[config.mk]
export PLATFORM = sky130hd
export DESIGN_NAME = store_buffer
export DESIGN_NICKNAME = d
export VERILOG_FILES = /design/src/rtl/store_buffer.sv
export SDC_FILE = /design/constraint.sdc
export NUM_CORES = 1
export LEC_CHECK = 0
export ABC_AREA = 1
export BUFFER_PORTS_ARGS = -buffer_cell sky130_fd_sc_hd__buf_2
export CAP_MARGIN = 40
export CORE_AREA = 3 3 209 211
export DETAILED_ROUTE_END_ITERATION = 8
export DIE_AREA = 0 0 212 214
export GPL_TIMING_DRIVEN = 0
export PLACE_DENSITY_LB_ADDON = 0.1
export SYNTH_ARGS = -nofsm -noshare
export SYNTH_HDL_FRONTEND = slang
export SYNTH_SLANG_ARGS = --single-unit
[constraint.sdc]
create_clock -name clk -period 5.2 [get_ports clk]
set_input_delay 1.56 -clock clk [delete_from_list [all_inputs] [get_ports clk]]
set_output_delay 1.56 -clock clk [all_outputs]
set_load 0.005 [all_outputs]
[src/rtl/store_buffer.sv]
// store_buffer
//   Write-side buffer between the processor's memory stage and data memory.
//   Stores are queued in a circular FIFO and drained to memory over a
//   valid/ready channel; loads that hit a pending store get the youngest
//   matching data, so the processor always sees coherent read data.
//
// Ports
//   clk, reset        clock; synchronous active-low reset
//   cpu_memwrite      store request (held by the processor while cpu_stall=1)
//   cpu_memread       load request
//   cpu_addr          byte address for loads and stores
//   cpu_wdata         store data
//   cpu_readdata      load data (forwarded or from memory)
//   cpu_stall         store not accepted this cycle
//   mem_wvalid/ready  write channel handshake to memory
//   mem_waddr/wdata   head entry address/data
//   mem_raddr         load address to memory (mirrors cpu_addr)
//   mem_rdata         combinational memory read data
//   count, empty      occupancy
//
// Write channel handshake: mem_wvalid is high whenever the buffer holds an
// entry; mem_waddr/mem_wdata show the head entry and only change after a
// transfer. A transfer (deq) happens on any rising edge where mem_wvalid and
// mem_wready are both high; mem_wvalid never depends on mem_wready.
module store_buffer #(
    parameter int DEPTH = 4,
    parameter int AW    = 32,
    parameter int DW    = 32
) (
    input  logic                       clk,
    input  logic                       reset,
    input  logic                       cpu_memwrite,
    input  logic                       cpu_memread,
    input  logic [AW-1:0]              cpu_addr,
    input  logic [DW-1:0]              cpu_wdata,
    output logic [DW-1:0]              cpu_readdata,
    output logic                       cpu_stall,
    output logic                       mem_wvalid,
    input  logic                       mem_wready,
    output logic [AW-1:0]              mem_waddr,
    output logic [DW-1:0]              mem_wdata,
    output logic [AW-1:0]              mem_raddr,
    input  logic [DW-1:0]              mem_rdata,
    output logic [$clog2(DEPTH+1)-1:0] count,
    output logic                       empty
);

    localparam int PW = $clog2(DEPTH);
    localparam int CW = $clog2(DEPTH + 1);

    logic [AW-1:0] addr_q [DEPTH];
    logic [DW-1:0] data_q [DEPTH];
    logic [PW-1:0] head;
    logic [PW-1:0] tail;
    logic [CW-1:0] count_q;

    logic          full;
    logic          deq;
    logic          enq;
    logic          fwd_hit;
    logic [DW-1:0] fwd_data;
    logic [PW-1:0] idx;

    assign full       = (count_q == CW'(DEPTH));
    assign empty      = (count_q == '0);
    assign count      = count_q;
    assign mem_wvalid = !empty;
    assign mem_waddr  = addr_q[head];
    assign mem_wdata  = data_q[head];
    assign mem_raddr  = cpu_addr;

    // A full buffer can still take a store in the cycle the head drains.
    assign deq       = mem_wvalid & mem_wready;
    assign enq       = cpu_memwrite & (!full | deq);
    assign cpu_stall = cpu_memwrite & full & !deq;

    // Pointers and occupancy. Entries beyond count are invalid, so clearing
    // count on reset discards every pending store, including one that is
    // mid-handshake.
    always_ff @(posedge clk) begin
        if (!reset) begin
            head    <= '0;
            tail    <= '0;
            count_q <= '0;
        end else begin
            if (deq) head <= head + PW'(1);
            if (enq) tail <= tail + PW'(1);
            case ({enq, deq})
                2'b10:   count_q <= count_q + CW'(1);
                2'b01:   count_q <= count_q - CW'(1);
                default: count_q <= count_q;
            endcase
        end
    end

    // Entry payload needs no reset; validity comes from count.
    always_ff @(posedge clk) begin
        if (reset && enq) begin
            addr_q[tail] <= cpu_addr;
            data_q[tail] <= cpu_wdata;
        end
    end

    // Walk entries oldest to youngest so the last match (closest to tail)
    // wins. The head entry counts even if it is draining this cycle.
    always_comb begin
        fwd_hit  = 1'b0;
        fwd_data = '0;
        idx      = '0;
        for (int k = 0; k < DEPTH; k++) begin
            idx = head + PW'(k);
            if ((CW'(k) < count_q) && (addr_q[idx][AW-1:2] == cpu_addr[AW-1:2])) begin
                fwd_hit  = 1'b1;
                fwd_data = data_q[idx];
            end
        end
    end

    always_comb begin
        cpu_readdata = mem_rdata;
        if (cpu_memread && cpu_memwrite) begin
            cpu_readdata = '0;
        end else if (cpu_memread && fwd_hit) begin
            cpu_readdata = fwd_data;
        end
    end

endmodule

## After elaboration in Yosys (flattened, before gate mapping)

Memories as Yosys holds them, arrays and structs flattened. A register that Yosys moved wholly into a read port is not among the register bits.
Index checks and enable logic that the tools add are counted.

- Memories kept: 2
- Bits in writable memories: 256
- Logic and storage cells: 56
- Output and inout bits: 134
- Input bits: 101
- Register bits after elaboration: 7

- Bitwise logic cells: 5
- Equal/unequal tests: 7
- $add $sub $neg: 6
- Mux-type cells: 17
- Reduce and logical (&&, ||, !) cells: 12
- $lt $le $gt $ge: 4

Memory list:

| name | words | width | read ports | clocked after memory_dff | write ports | line | text |
|---|---|---|---|---|---|---|---|
| addr_q | 4 | 32 | 4 | 1 | 1 | 51 | `logic [AW-1:0] addr_q [DEPTH];` |
| data_q | 4 | 32 | 4 | 1 | 1 | 52 | `logic [DW-1:0] data_q [DEPTH];` |

Operators with widths:

| cell | count |
|---|---|
| $mux 32 | 6 |
| $eq 30x30->1 | 4 |
| $mux 2 | 4 |
| $logic_and 1x1->1 | 7 |
| $lt 1x3->1 const A | 2 |
| $lt 2x3->1 const A | 2 |
| $mux 1 | 6 |
| $pmux 3 s2 | 1 |
| $add 2x1->2 const B | 2 |
| $add 2x2->2 const B | 2 |
| $and 1x1->1 | 4 |
| $add 3x1->3 const B | 1 |
| $eq 3x3->1 const B | 1 |
| $logic_not 1->1 | 3 |
| $logic_not 3->1 | 1 |
| $sub 3x1->3 const B | 1 |
| $eq 2x1->1 const B | 1 |
| $eq 2x2->1 const B | 1 |
| $reduce_bool 2->1 | 1 |
| $or 1x1->1 | 1 |

## Depth between registers and ports, before layout

Gate-level depths: netlist of run 1.
An unclocked memory read counts as a cell.

- Word-level depth: 10
- Mapped depth: 22
- Depth with buffers taken out: 19

## Worst setup path after synthesis of run 1

OpenSTA, ideal clock, no wires.

- Path kind: input to register
- Start point: input cpu_memwrite
- End point: memory addr_q[0][0] (enable)
- Cell stages on the path: 4
- Path buffers: 0
- Setup slack: 94 ps
- Arrival: 4,620 ps
- Data required time: 4,714 ps
- Path through: inv_1 -> nor2_1 -> nand2_1 -> nor2_1

- Cells in the longest elaborated chain, start to end: 4

Ends and longest elaborated chain:

| element | line | text |
|---|---|---|
| from (decl) | 32 | `input logic cpu_memwrite,` |
| $and 1x1->1 | 74 | `assign enq = cpu_memwrite & (!full \| deq);` |
| $logic_and 1x1->1 | 98 | `if (reset && enq) begin` |
| $mux 1 | 98 |  |
| $mux 1 (implied by the code) | 99 | `addr_q[tail] <= cpu_addr;` |
| to (decl) | 51 |  |

No other way between the ends.

## Worst setup path after layout of run 1

- Start point: input cpu_addr[8]
- End point: output cpu_readdata[1]

- Cells in the longest elaborated chain, start to end: 9
- Elaborated cells on any way between the ends: 19
- Those cells by class: eq/ne: 4; mux: 10; reduce/logical: 5

Ends and longest elaborated chain:

| element | line | text |
|---|---|---|
| from (decl) | 34 | `input logic [AW-1:0] cpu_addr,` |
| $eq 30x30->1 | 112 | `if ((CW'(k) < count_q) && (addr_q[idx][AW-1:2] == cpu_addr[AW-1:2])) begin` |
| $logic_and 1x1->1 | 112 |  |
| $mux 1 (4 in a row) | 112 |  |
| $logic_and 1x1->1 | 123 | `end else if (cpu_memread && fwd_hit) begin` |
| $mux 32 (*) | 123 |  |
| $mux 32 (*) | 121 | `if (cpu_memread && cpu_memwrite) begin` |
| to (decl) | 36 | `output logic [DW-1:0] cpu_readdata,` |

Mark *: on every way between the ends. The rest lies on a longest branch, timed or not.

==> impl_results.md, run 1 <==
- CP arrival: 3.71 ns
- Vias in the first global route: 20275
- Clock Skew: 0.0234 ns
- Largest family of logic cells by synthesized area: simple AND/OR/NAND/NOR gates
- Slowest Stage Delay on Critical Path: roughly 0.24 ns
- DR vias: 22094
- DRC: 0
- Iteration-0 DRC Markers: 3426
- Synth area leaders: edfxtp_1 41%, nand2_1 27%, o21ai_0 5.8%, inv_1 4.8%, nand3_1 4.7%
- Async S/R FF share, synth: 0
- Synth Instances: 2863
- Depth of the CTS H-tree: 1
- Clock transition at the registers of the reported paths: 0.06 ns
- Clk sink count: 265
- Initial antenna violation count: 6
- Syn Nets: 2972
- GRT Max-Usage Layer: met2
- Fillers: 4015
- Top cells by count, synth: 1364 x nand2_1, 256 x edfxtp_1, 239 x inv_1
- Avg Cell Area, Syn: ~6.6 um^2
- Hold Buf Count CTS: 0
- Layout Nets: 3301
- Synth Area in Compound Gates: 0.119
- Internal reg-to-reg setup slack: 1.96 ns
- Hpwl dp: roughly 63000 um
- CTS tree: yes
- Final setup fails: 4
- Met2 Track Usage GR: 0.558
- Most used DFF post-synth: edfxtp_1
- Die Area: 45400 um^2
- CP most frequent cell: nand2_1
- Reg2reg start: count[0]$_SDFFE_PN0P_
- Pwr Density: 354 nW/um^2
- DIE WIDTH: 212 um
- Switch share: 0.431
- Top-Level Pins: 235
- Netlist Area Pre-Place: around 19000 um^2
- Netlist cell types: 31
- Root Driver: clkbuf_16
- Site row count: between 70 and 80
- Initial core utilization: 0.450
- Post-route ant nets: 0
- Sw Pwr: ~3.6 mW
- Layout overhead on the synthesized area: 26.8%
- Core ar.: 41900 um^2
- WL per Instance: 24.0 um
- Hold_ws: 0.504 ns
- Outcome: finished, violations left
- Startpoint Class: input port
- GP Congestion: 1.03
- Share of cells above drive strength 1: 0.195
- 1st-pass router iterations: 7
- Peak supply drop: 0.294 mV
- Largest net degree at the start of global routing: 24
- Yosys top cell area share: 0.407
- Crit Path Max Fanout: 9
- Worst reg2reg path depth: 10
- Crit end category: output port
- Max Slew Vio Count: 0
- Hold path startpoint: tail[0]$_SDFFE_PN0P_
- EDFF count, synth: 256
- Xor and xnor area share after synthesis: 0.00186
- Critical Path, Cell by Cell: buf_4, inv_4, nand2_1, nand2_1, nand3_1, nor2_2, nand2_2, nor2_4, nor2_4, nor2_4, buf_8, buf_8, nand2_1, nand2_1, nand2_2, a21oi_2, buf_2
- #FFs+latches synth: roughly 270
- Post-synthesis mux area share: 0.000530
- Tightest Pin Transition: 1.01 ns
- Synth Area in Simple Gates: 0.361
- Min-Delay Path Depth: 1
- All-Layer GR Usage: 0.380
- Top-count cell post-synth: nand2_1
- Final Util: 0.571
- M1 GR Usage: 0.542
- PortBufs: 234
- Critical path type: input port to output port
- Failing checks: setup timing
- Max Freq: 0.190 GHz
- Routed WL: 90000 um
- M3 GR Usage: 0.0953
- Slew headroom: 0.328
- R2R Path End: data_q[0][5]$_DFFE_PP_
- Ys Warns: 0
- Grt ovf: 0
- Flop pwr share: 0.292
- Fin. Hold Viols: 0
- Max Cap Viol: 0
- CTS Buffer Depth: 3
- Tightest Hold Check Type: register to register
- Cell taking the most area after synthesis: edfxtp_1
- Register area share after synthesis: 0.417
- Hold endpoint: tail[0]$_SDFFE_PN0P_
- CP max-delay cell: nor2_4
- Leak Pwr: 11.6 nW
- Worst EP required: 3.64 ns
- Total CTS buffers: 31
- RSZ-0062 raised after global routing: true
- Period utilisation layout: 1.01
- Die Y: 214 um
- Min Tclk post-route: approximately 5.3 ns
- Vias per std cell: around 5.9
- Worst-Skew Late Latency: slightly above 0.6 ns
- Final setup margin: -0.0731 ns
- Part of the power in the clock network: 0.253
- Gate power share: 0.455
- First-pass GRT wire length: 128000 um
- Int Pwr: 4.82 mW
- Post-synthesis adder-cell area fraction: 0.00530
==> layout make-up <==
| cell class | count | area [um^2] | area share |
|---|---|---|---|
| Antenna cell | 2 | 5.00 | 0.000209 |
| Buffer | 179 | 1430 | 0.0595 |
| Clock buffer | 39 | 836 | 0.0349 |
| Clock inverter | 18 | 139 | 0.00580 |
| Inverter | 243 | 937 | 0.0392 |
| Multi-Input combinational cell | 2175 | 9770 | 0.408 |
| Sequential cell | 265 | 7880 | 0.329 |
| Tap cell | 539 | 674 | 0.0282 |
| Timing Repair Buffer | 297 | 2260 | 0.0946 |
==> state kept, by name (all words and copies together) (netlist names), named ones only <==
register  cells
addr_q      128
tail          2
data_q      128
head          2
count         3
==> per-layer routing <==
layer | wire [um] | vias to the layer above
met5 | 67 | -
met4 | 3920 | 10
met3 | 12400 | 290
met2 | 37900 | 1640
met1 | 35700 | 10264
li1 | - | 9890
==> power groups by stage <==
| stage | Sequential [mW] | Combinational [mW] | Clock (mW) |
|---|---|---|---|
| 2_1_floorplan | 2.50 | 1.84 | 0 |
| 3_3_place_gp | 2.52 | 3.19 | 0 |
| 3_5_place_dp | 2.50 | 3.29 | 0 |
| 4_1_cts | 2.47 | 3.52 | 2.14 |
| 5_1_grt | 2.48 | 4.08 | 2.23 |
| 6_report | 2.47 | 3.85 | 2.14 |
==> logic make-up after synthesis <==
kind of cell               count (synthesis)
and+or+nand+nor                         1745
buffers and inverters                    424
AOI/OAI and AO/OA                        416
DFF                                      265
adders and majority gates                  8
xor gates and xnor gates                   4
muxes                                      1
==> timing repair <==
action	in CTS	in global routing
buffers inserted	15	16
setup endpoints to repair	34	32
gates resized for setup	278	191
cloned	2	5
pin swaps	20	40
==> layout by cell type, fill, tap and decap left out, drive strengths merged, types with 2 or more instances in the layout <==
| cell type | count |
|---|---|
| nor2 | 191 |
| o21ai | 227 |
| xor2 | 3 |
| o22ai | 32 |
| a221oi | 29 |
| buf | 402 |
| edfxtp | 256 |
| clkinvlp | 3 |
| clkbuf | 112 |
| nand4 | 3 |
| a22oi | 3 |
| nand2 | 1370 |
| dfxtp | 9 |
| inv | 245 |
| a21oi | 121 |
| nand3 | 179 |
| diode | 2 |
| ha | 8 |
| o221ai | 2 |
| clkinv | 12 |
==> through the flow <==
step | instances | cell area, um^2 | TNS (ns) | worst slack (ns) | power [mW]
global route | 3756 | 23900 | -1.87 | -0.121 | 8.79
detailed placement | 3661 | 21200 | -21.07 | -0.794 | 5.79
floorplan | 2863 | 18900 | 0 | 0.0940 | 4.34
global placement | 3636 | 20700 | -856.09 | -3.31 | 5.70
CTS | 3733 | 23100 | 0 | 0.000240 | 8.13
finish | 3757 | 23900 | -0.113 | -0.0731 | 8.46
==> worst max-delay path by stage <==
stage,to,slack [ns],from
finish,cpu_readdata[1],-0.07,cpu_addr[8]
global route,cpu_readdata[1],-0.12,head[0]$_SDFFE_PN0P_
CTS,cpu_readdata[23],0.0002,cpu_addr[24]
detailed placement,cpu_readdata[30],-0.79,cpu_addr[24]
global placement,data_q[0][5]$_DFFE_PP_,-3.31,cpu_memwrite
floorplan,addr_q[0][0]$_DFFE_PP_,0.09,cpu_memwrite
==> critical path, delay by kind of cell <==
kind                   cells  cell delay, ns
buffers and inverters      5            0.72
and+or+nand+nor           11            1.24
AOI/OAI and AO/OA          1            0.19
No activity file was read; power rests on OpenSTA's default activity.
==> run 2: changes to the inputs <==
- CORE_AREA: 3 3 209 211 -> 5 5 211 213
- CTS_BUF_LIST: default -> sky130_fd_sc_hd__clkbuf_4 sky130_fd_sc_hd__clkbuf_8 sky130_fd_sc_hd__clkbuf_16
- DIE_AREA: 0 0 212 214 -> 0 0 216 218
- REMOVE_ABC_BUFFERS: default -> 1
==> impl_results.md, run 2 (synthesized netlist as in run 1, its figures left out) <==
- Failing checks: setup timing (unchanged)
- Pwr Density: 346 nW/um^2 (was 354 nW/um^2)
- Core ar.: 42500 um^2 (was 41900 um^2)
- Outcome: finished, violations left (unchanged)
- Worst EP required: 3.64 ns (about the same)
- Hpwl dp: 43400 um (was 63400 um)
- Hold Buf Count CTS: 0 (unchanged)
- Die Area: 47100 um^2 (was 45400 um^2)
- Final TNS setup: -6.02 ns (was -0.113 ns)
- Final setup fails: 32 (was 4)
- Layout Nets: 3201 (was 3301)
- Hold endpoint: tail[0]$_SDFFE_PN0P_ (unchanged)
- CP arrival: 3.88 ns (was 3.71 ns)
- Fin. Hold Viols: 0 (unchanged)
- Internal reg-to-reg setup slack: 2.51 ns (was 1.96 ns)
- Site row count: 76 (was 75)
- Total CTS buffers: 31 (unchanged)
- First-pass GRT wire length: 113000 um (was 128000 um)
- Dpl cells: 3496 (was 3661)
- Largest net degree at the start of global routing: 92 (was 24)
- Max Slew Vio Count: 0 (unchanged)
- Slew headroom: 0.391 (was 0.328)
- Min Tclk post-route: 5.44 ns (was 5.27 ns)
- Reg2reg start: count[0]$_SDFFE_PN0P_ (unchanged)
- Commonest non-fill, non-tap cell in the layout: nand2_1 (unchanged)
- Tightest Pin Transition: 0.910 ns (was 1.01 ns)
- All-Layer GR Usage: 0.309 (was 0.380)
- Max Freq: 0.184 GHz (was 0.190 GHz)
- Final Cell Area: 24100 um^2 (was 23900 um^2)
- Grt ovf: 0 (unchanged)
- Clock Skew: 0.0131 ns (was 0.0234 ns)
- Clock transition at the registers of the reported paths: 0.06 ns (about the same)
- Top-Level Pins: 235 (unchanged)
- Crit Path Max Fanout: 13 (was 9)
- Vias per std cell: 5.66 (was 5.88)
- Startpoint Class: register (was input port)
- R2R Path End: data_q[0][18]$_DFFE_PP_ (was data_q[0][5]$_DFFE_PP_)
- CTS tree: yes (unchanged)
- Vias in the first global route: 19453 (was 20275)
- DRC: 0 (unchanged)
- WL per Instance: 21.1 um (was 24.0 um)
- Worst reg2reg path depth: 9 (was 10)
- Placed cell area: 20800 um^2 (was 21200 um^2)
- Final std cells w/o fill: 3666 (was 3757)
- Initial antenna violation count: 1 (was 6)
- 1st-pass router iterations: 6 (was 7)
- Final setup margin: -0.242 ns (was -0.0731 ns)
- Clk sink count: 265 (unchanged)
- Post-route ant nets: 0 (unchanged)
- Commonest non-fill, non-tap cells in the layout: 1292 x nand2_1, 256 x edfxtp_1, 238 x inv_1 (was 1309 x nand2_1, 256 x edfxtp_1, 213 x inv_1, 213 x o21ai_0, 211 x buf_2)
- DR vias: 20760 (was 22094)
- Min-Delay Path Depth: 1 (unchanged)
- Peak supply drop: 0.281 mV (was 0.294 mV)
- DIE WIDTH: 216 um (was 212 um)
- Layout overhead on the synthesized area: 27.4% (was 26.8%)
- Initial core utilization: 0.444 (was 0.450)
- Die Y: 218 um (was 214 um)
- Tightest Hold Check Type: register to register (unchanged)
- Crit end category: output port (unchanged)
- Iteration-0 DRC Markers: 2094 (was 3426)
- PortBufs: 234 (unchanged)
- CTS Buffer Depth: 3 (unchanged)
- Max Cap Viol: 0 (unchanged)
- Critical path type: register to output port (was input port to output port)
- GP Congestion: 0.874 (was 1.03)
- Routed WL: 77400 um (was 90000 um)
- Fillers: 3969 (was 4015)
- Leak Pwr: 11.7 nW (was 11.6 nW)
- Worst-Skew Late Latency: 0.59 ns (was 0.62 ns)
- Period utilisation layout: 1.05 (was 1.01)
- Hold path startpoint: tail[0]$_SDFFE_PN0P_ (unchanged)
- RSZ-0062 raised after global routing: true (unchanged)
- Root Driver: clkbuf_16 (unchanged)
- Share of cells above drive strength 1: 0.187 (was 0.195)
- Depth of the CTS H-tree: 1 (unchanged)
## run 2: cell count changes in the layout (fill, tap and decap cells not counted), moves of 10 or more
cell | previous run | this run
clkbuf_1 | 54 | 0
buf_1 | 12 | 0
clkbuf_2 | 10 | 0
buf_4 | 76 | 46
inv_1 | 213 | 238
bufbuf_16 | 1 | 11
buf_8 | 22 | 5
nand2_4 | 5 | 19
buf_2 | 211 | 232
inv_2 | 23 | 0
buf_6 | 50 | 7
nand2_1 | 1309 | 1292
buf_16 | 6 | 30
## run 2: layout make-up
type | instances | area (um^2) | area share
diodes | 3 | 7.51 | 0.000312
well taps | 546 | 683 | 0.0284
inverters | 243 | 991 | 0.0412
clock buffers | 35 | 806 | 0.0335
multi-input cells | 2180 | 9900 | 0.412
flip-flops and latches | 265 | 7880 | 0.328
repair buffers | 366 | 3530 | 0.147
repair inverters | 5 | 43.8 | 0.00182
clock inverters | 23 | 204 | 0.00848
## run 2: repair_timing
action	CTS	global route
endpoints found under the hold margin	0	0
resized for setup	97	118
cloned	34	5
setup buffers	50	24
pin swaps	28	36
setup endpoints to repair	32	32
## run 2: power by group
part	total, mW	switching, mW	internal [mW]
combinational	3.68	2.39	1.30
sequential	2.47	0.0478	2.42
clock	2.18	0.918	1.26
total	8.33	3.35	4.98
## run 2: worst max path at each step
stage / to / from / cells past startpoint
3_3_place_gp: cpu_readdata[13] / head[0]$_SDFFE_PN0P_ / 19
2_1_floorplan: cpu_readdata[10] / head[0]$_SDFFE_PN0P_ / 18
6_report: cpu_readdata[8] / head[0]$_SDFFE_PN0P_ / 25
3_5_place_dp: cpu_readdata[29] / head[1]$_SDFFE_PN0P_ / 23
4_1_cts: cpu_readdata[13] / head[0]$_SDFFE_PN0P_ / 26
5_1_grt: cpu_readdata[8] / head[0]$_SDFFE_PN0P_ / 25
## run 2: critical path, stage by stage (launching register included)
cell,delay [ns]
dfxtp_4,0.38
buf_16,0.17
clkinv_16,0.09
buf_16,0.14
nand2_8,0.07
nand2_8,0.09
buf_12,0.14
buf_12,0.14
nand2_1,0.08
nand2_1,0.06
nand2_1,0.07
nand2_2,0.07
nor2_4,0.18
nand2_2,0.07
nor2_2,0.11
nand2_2,0.10
nor2_4,0.21
buf_12,0.14
nor2_4,0.04
nand2_4,0.12
nand2_8,0.12
buf_4,0.18
buf_12,0.14
nor2_1,0.14
a21oi_2,0.09
buf_2,0.13
## run 2: stage by stage
step                      hold slack (ns)  setup slack [ns]  utilization  power [mW]
after global placement              0.483            -15.97        0.467        5.31
after CTS                           0.523            -0.225        0.552        8.16
after floorplan                     0.463             -6.36            -        4.26
final                               0.519            -0.242        0.566        8.33
after global routing                0.575            -0.365        0.566        8.74
after detailed placement            0.497             -2.80        0.488        5.36
## run 2: layer usage
metal  track usage  up-vias  wire length (um)
met5             0        -                 0
met4         0.151        0              4040
met3        0.0440      274              7870
met2         0.529     1207             36400
met1         0.385     9577             29100
li1              -     9702                 -
